File: src/rtl/decode_sequencer.sv
// Instruction decode and sequencing control: walks IDLE -> LOAD -> EXEC, detours
// through MEM for loads/stores, and parks in HALT until the next init.
module decode_sequencer (
   input  logic       clk,
   input  logic       init,
   input  logic       start,
   input  logic [8:0] inst,
   input  logic       eq_flag,
   input  logic [7:0] rs_data,
   input  logic       mem_ack,
   output logic [1:0] rs_sel,
   output logic       pc_init,
   output logic       fetch_unit_en,
   output logic       branch,
   output logic       branchi,
   output logic [7:0] target,
   output logic [5:0] immediate,
   output logic       mem_req,
   output logic       mem_we,
   output logic       halted
);

   typedef enum logic [2:0] {
      S_IDLE = 3'd0,
      S_LOAD = 3'd1,
      S_EXEC = 3'd2,
      S_MEM  = 3'd3,
      S_HALT = 3'd4
   } state_t;

   state_t     state_q, state_d;
   logic       mem_we_q, mem_we_d;
   logic       armed_q, armed_d;
   logic [2:0] opcode;
   logic [1:0] sub;

   assign opcode = inst[8:6];
   assign sub    = inst[5:4];
   assign rs_sel = inst[1:0];

   // armed_q blocks a start that coincides with the first edge after reset release
   always_ff @(posedge clk or posedge init) begin
      if (init) begin
         state_q  <= S_IDLE;
         mem_we_q <= 1'b0;
         armed_q  <= 1'b0;
      end else begin
         state_q  <= state_d;
         mem_we_q <= mem_we_d;
         armed_q  <= armed_d;
      end
   end

   always_comb begin
      state_d       = state_q;
      mem_we_d      = mem_we_q;
      armed_d       = armed_q;
      pc_init       = 1'b0;
      fetch_unit_en = 1'b0;
      branch        = 1'b0;
      branchi       = 1'b0;
      target        = 8'd0;
      immediate     = 6'd0;
      mem_req       = 1'b0;
      mem_we        = 1'b0;
      halted        = 1'b0;

      case (state_q)
         S_IDLE: begin
            armed_d = 1'b1;
            if (armed_q && start) state_d = S_LOAD;
         end
         S_LOAD: begin
            pc_init = 1'b1;
            state_d = S_EXEC;
         end
         S_EXEC: begin
            if (inst == 9'b000000001) begin
               state_d = S_HALT;
            end else if (inst[8:2] == 7'b0000010) begin
               fetch_unit_en = 1'b1;
               branch        = 1'b1;
               target        = rs_data;
            end else if (inst[8:2] == 7'b0000001) begin
               fetch_unit_en = 1'b1;
               branch        = eq_flag;
               target        = eq_flag ? rs_data : 8'd0;
            end else if (opcode == 3'b010 && sub == 2'b11) begin
               fetch_unit_en = 1'b1;
               branchi       = eq_flag;
               immediate     = eq_flag ? {2'b00, inst[3:0]} : 6'd0;
            end else if (opcode == 3'b111) begin
               fetch_unit_en = 1'b1;
               branchi       = 1'b1;
               immediate     = inst[5:0];
            end else if (opcode == 3'b010 && !sub[1]) begin
               state_d  = S_MEM;
               mem_we_d = sub[0];
            end else begin
               fetch_unit_en = 1'b1;
            end
         end
         S_MEM: begin
            mem_req = 1'b1;
            mem_we  = mem_we_q;
            if (mem_ack) begin
               fetch_unit_en = 1'b1;
               state_d       = S_EXEC;
            end
         end
         S_HALT: begin
            halted = 1'b1;
         end
         default: begin
            state_d = S_IDLE;
         end
      endcase
   end

endmodule

File: config.mk
export PLATFORM = sky130hd
export DESIGN_NAME = decode_sequencer
export DESIGN_NICKNAME = d
export VERILOG_FILES = /design/src/rtl/decode_sequencer.sv
export SDC_FILE = /design/constraint.sdc
export NUM_CORES = 1
export LEC_CHECK = 0
export CORE_UTILIZATION = 35
export CTS_BUF_LIST = sky130_fd_sc_hd__clkbuf_2
export DETAILED_ROUTE_END_ITERATION = 8
export PLACE_DENSITY = 0.94
export SLEW_MARGIN = 40
export SYNTH_ARGS = -nofsm -noshare
export SYNTH_HDL_FRONTEND = slang
export SYNTH_SLANG_ARGS = --single-unit
File: constraint.sdc
create_clock -name clk -period 2.78 [get_ports clk]
set_input_delay 0.278 -clock clk [delete_from_list [all_inputs] [get_ports clk]]
set_output_delay 0.278 -clock clk [all_outputs]
set_load 0.005 [all_outputs]
# After elaboration in Yosys (flattened, before gate mapping)
# Cells that the tools add are included.
# classes
n_eq_ne,17
mux,43
bitwise_logic,6
reduce_logical,7
# op_table
op,n
$mux W8,5
$mux W6,6
$mux W3,8
$mux W1,21
$ne A3 B3 Y1 const B,5
$pmux W3 S5,1
$eq A3 B2 Y1 const B,3
$eq A9 B1 Y1 const B,1
$reduce_and A8 Y1,1
$eq A7 B1 Y1 const B,1
$eq A7 B2 Y1 const B,1
$reduce_and A7 Y1,1
$eq A3 B3 Y1 const B,2
$not A1 Y1,6
$mux W4,1
$ne A2 B2 Y1 const B,2
$eq A3 B1 Y1 const B,1
$logic_and A1 B1 Y1,3
$logic_not A3 Y1,1
$eq A2 B2 Y1 const B,1
$pmux W1 S2,1
$logic_not A1 Y1,1
# totals
regBits,5
inputBits,22
out_inout_bits,23

# Logic depth before layout (Yosys ltp)
# depth
depth_word,9
mapped_depth,5
depth_no_buf,3

# Least setup slack after synthesis
# No wires, ideal clock.
# synth_timing
path_type,register to output
start,register state_q[1]
end,output target[0]
arrival_ps,1411
required_ps,2502
slack_ps,1091
stages_incl_launch_ff,5
n_path_buf,1
path_cell_list,dfrtp_1 -> buf_6 -> or3b_4 -> a2111oi_4 -> and2_1
# synth_between
elab_chain_cells,2
# synth_lines
item,line,text
from (decl),31,"state_t state_q, state_d;"
from (signal assigned),48,state_q <= state_d;
$eq A3 B2 Y1,68,case (state_q)
$mux W8,68,
to (decl),16,"output logic [7:0] target,"
# Every way passes these cells.

# Final worst setup path
# layout_timing
start,input inst[4]
end,output target[5]
# layout_between
elab_chain_cells,5
word_cells_on_any_way,7
# layout_lines
item,line,text
from (decl),7,"input logic [8:0] inst,"
$eq A7 B1 Y1,84,end else if (inst[8:2] == 7'b0000001) begin
$mux W8,84,
$mux W8,80,end else if (inst[8:2] == 7'b0000010) begin
$mux W8 *,78,if (inst == 9'b000000001) begin
$mux W8 *,68,
# Mark *: on every way between the ends. The rest lies on a longest branch, timed or not.

==> metrics.md <==
| Metric | Value |
|---|---|
| Final setup violation count | 0 |
| Setup_tns | 0 ns |
| ANT nets after route | 0 |
| Pleak | 0.367 nW |
| Reg2Reg Depth | 3 |
| Reg-to-reg slack, setup | about 1.4 ns |
| Gate Count Post-Synth | 64 |
| Setup CP Type | primary input to output port |
| Antenna Cells | 0 |
| Fin Clk Skew | 0.000477 ns |
| DIE AREA | 1690 um^2 |
| Final hold violations | 0 |
| DR iter-0 viols | 16 |
| CTS tree | done |
| Deepest clock path buffer count | 2 |
| Peak fanout along the critical path | 9 |
| Clk_lat worst skew | ~0.21 ns |
| Pre-antenna DRT Iters | 4 |
| Max IR drop VDD | approximately 0.46 mV |
| Placed cell area | 960 um^2 |
| Ys Warns | 0 |
| Worst setup SP type | primary input |
| Initial antenna violation count | 0 |
| Row count | 13 |
| Syn Area/Cell | about 8.3 um^2 |
| Vias per cell | 5.27 |
| Kind of end point of the critical path | output port |
| Area Overhead vs Synth | 83.4% |
| Worst slew pin tran | approximately 0.56 ns |
| Hpwl dp | roughly 1600 um |
| Reg-to-reg endpoint | mem_we_q |
| Cell variety after synth | 31 |
| Fin area | 980 um^2 |
| Via count | around 640 |
| Largest area contributor in the netlist | dfrtp_1 |
| Htree depth | 1 |
| RSZ-0062 raised after global routing | no |
| Worst R2R Start | state_q[0] |
| Share of cells above drive strength 1 | 0.0748 |
| Yosys top cell area share | 0.234 |
| First-pass GRT wire length | 2350 um |
| Reg clk slew, reported paths | roughly 0.06 ns |
| GRT Total Usage | 0.216 |
| Max-cap violations | 0 |
| Post-CTS Setup Inserts | 0 |
| DRC viols | 0 |
| Final hold slack | 0.260 ns |
| Syn Std Cell Area | 534 um^2 |
| Initial Utilization | 0.391 |
| Vias in the first global route | 527 |
| Final min period | roughly 2.6 ns |
| Highest clock rate | 378 MHz |
| Die height | between 40 and 50 um |
| Post-DR wirelength/cell | 14.7 um |
| Core area | 1370 um^2 |
| Ratio of final minimum period to clock period | 0.950 |
| Total CTS buffers | 3 |
| Total grt overflow | 0 |
| I/O pin count | 45 |
| Max transition margin | 0.619 |
| Top cells by area, synth | dfrtp_1, and2_1, nor3b_1 |
| CTS Hold Bufs | 0 |
| CP required | ~2.5 ns |
| Clock root buffer master | clkbuf_2 |
| #FFs+latches synth | 5 |
| HP Class | primary input to asynchronous set/reset pin |
| Overall power | approximately 0.44 mW |
| Post-synthesis sequential area ratio | 0.234 |
| Slew Limit Fails | 0 |
| P per Cell Area | 452 nW/um^2 |
| Post-CTS Resized | 0 |
| Syn nets | 86 |
| Pin count of the biggest net entering global routing | 13 |
| Crit path DAT | 2.36 ns |
| Finished Core Util | 0.717 |
| Final GP Congestion | 0.841 |
| Port Buffers | 44 |
| Num Clock Sinks | 5 |
| Drt total wl | 1790 um |
| Outcome | finished clean |
| Nets@finish | 130 |
| Die width | around 41 um |
| Layout fillers | between 100 and 150 |
[layer usage]
metal,track usage,part of all wire
met5,0,0
met4,0.0750,0
met3,0.0326,0.037
met2,0.355,0.58
met1,0.281,0.38
[flip-flops by register name (all words and copies together), names as in the netlist]
signal / cells
armed_q: 1
mem_we_q: 1
state_q: 3
[layout make-up]
type	instances	area, um^2	share of cell area
well taps	15	18.8	0.0192
inverters	4	15.0	0.0153
multi-input cells	50	360	0.368
flip-flops and latches	5	125	0.128
clock buffers	4	20.0	0.0204
repair buffers	44	440	0.450
[kinds of logic (layout without fill, tap and decap cells)]
| group | count (synthesis) | after routing | synth area share |
|---|---|---|---|
| AOI/OAI and AO/OA | 13 | 13 | 0.213 |
| buffers and inverters | 9 | 52 | 0.0913 |
| and+or+nand+nor | 37 | 37 | 0.461 |
| DFF | 5 | 5 | 0.234 |
[stage by stage]
stage / instances / worst slack, ns
after CTS: 122 / 0.0463
after global placement: 118 / 0.134
after floorplan: 64 / 1.09
after global routing: 122 / 0.0544
after detailed placement: 118 / 0.0479
final: 122 / 0.138
[how the worst max path moves through the flow]
stage,start,end,cells after the start
2_1_floorplan,state_q[1],target[0],4
3_3_place_gp,inst[6],target[4],5
3_5_place_dp,inst[6],target[5],5
4_1_cts,inst[6],target[5],5
5_1_grt,state_q[0],target[5],4
6_report,inst[4],target[5],5
[Yosys cell counts]
library cell / count
a2111oi_4: 1
a21boi_0: 2
a21o_1: 2
a21oi_1: 1
a221oi_1: 1
a32oi_1: 1
and2_1: 9
and3_1: 1
and3b_1: 1
buf_4: 2
buf_6: 1
clkbuf_1: 2
dfrtp_1: 5
inv_1: 4
nand2_1: 2
nand2b_1: 2
nand3b_1: 1
nand4bb_1: 1
nor2_1: 4
nor2b_1: 1
nor3_1: 3
nor3b_1: 5
nor4_1: 1
nor4b_1: 2
nor4bb_1: 1
o2111a_1: 1
o21ai_0: 3
o31ai_1: 1
or2_2: 1
or3_4: 1
or3b_4: 1
[cell usage in the layout (no fill, tap or decap)]
master / instances
inv_1: 4
or3b_4: 1
dfrtp_1: 5
nand3b_1: 1
a221oi_1: 1
and3b_1: 1
clkbuf_2: 4
a2111oi_4: 1
or3_4: 1
nand2b_1: 2
o2111a_1: 1
o21ai_0: 3
a21boi_0: 2
a21o_1: 2
nand2_1: 2
nand4bb_1: 1
nor2b_1: 1
nor4bb_1: 1
a32oi_1: 1
nor4b_1: 2
nor2_1: 4
o31ai_1: 1
a21oi_1: 1
nor3_1: 3
and3_1: 1
and2_1: 9
nor3b_1: 5
nor4_1: 1
or2_2: 1
clkdlybuf4s50_1: 44
[report_power, final]
part           switching (mW)  internal, mW  total, mW  leakage [nW]
sequential             0.0404        0.0942      0.135        0.0585
combinational          0.0917         0.150      0.241         0.292
clock                  0.0285        0.0381     0.0666        0.0166
[worst max-delay path, stage by stage]
cell,delay (ns)
clkdlybuf4s50_1,0.48
or2_2,0.36
a2111oi_4,0.50
and2_1,0.21
clkdlybuf4s50_1,0.53
Note: power is estimated with default switching activity, not from simulation.
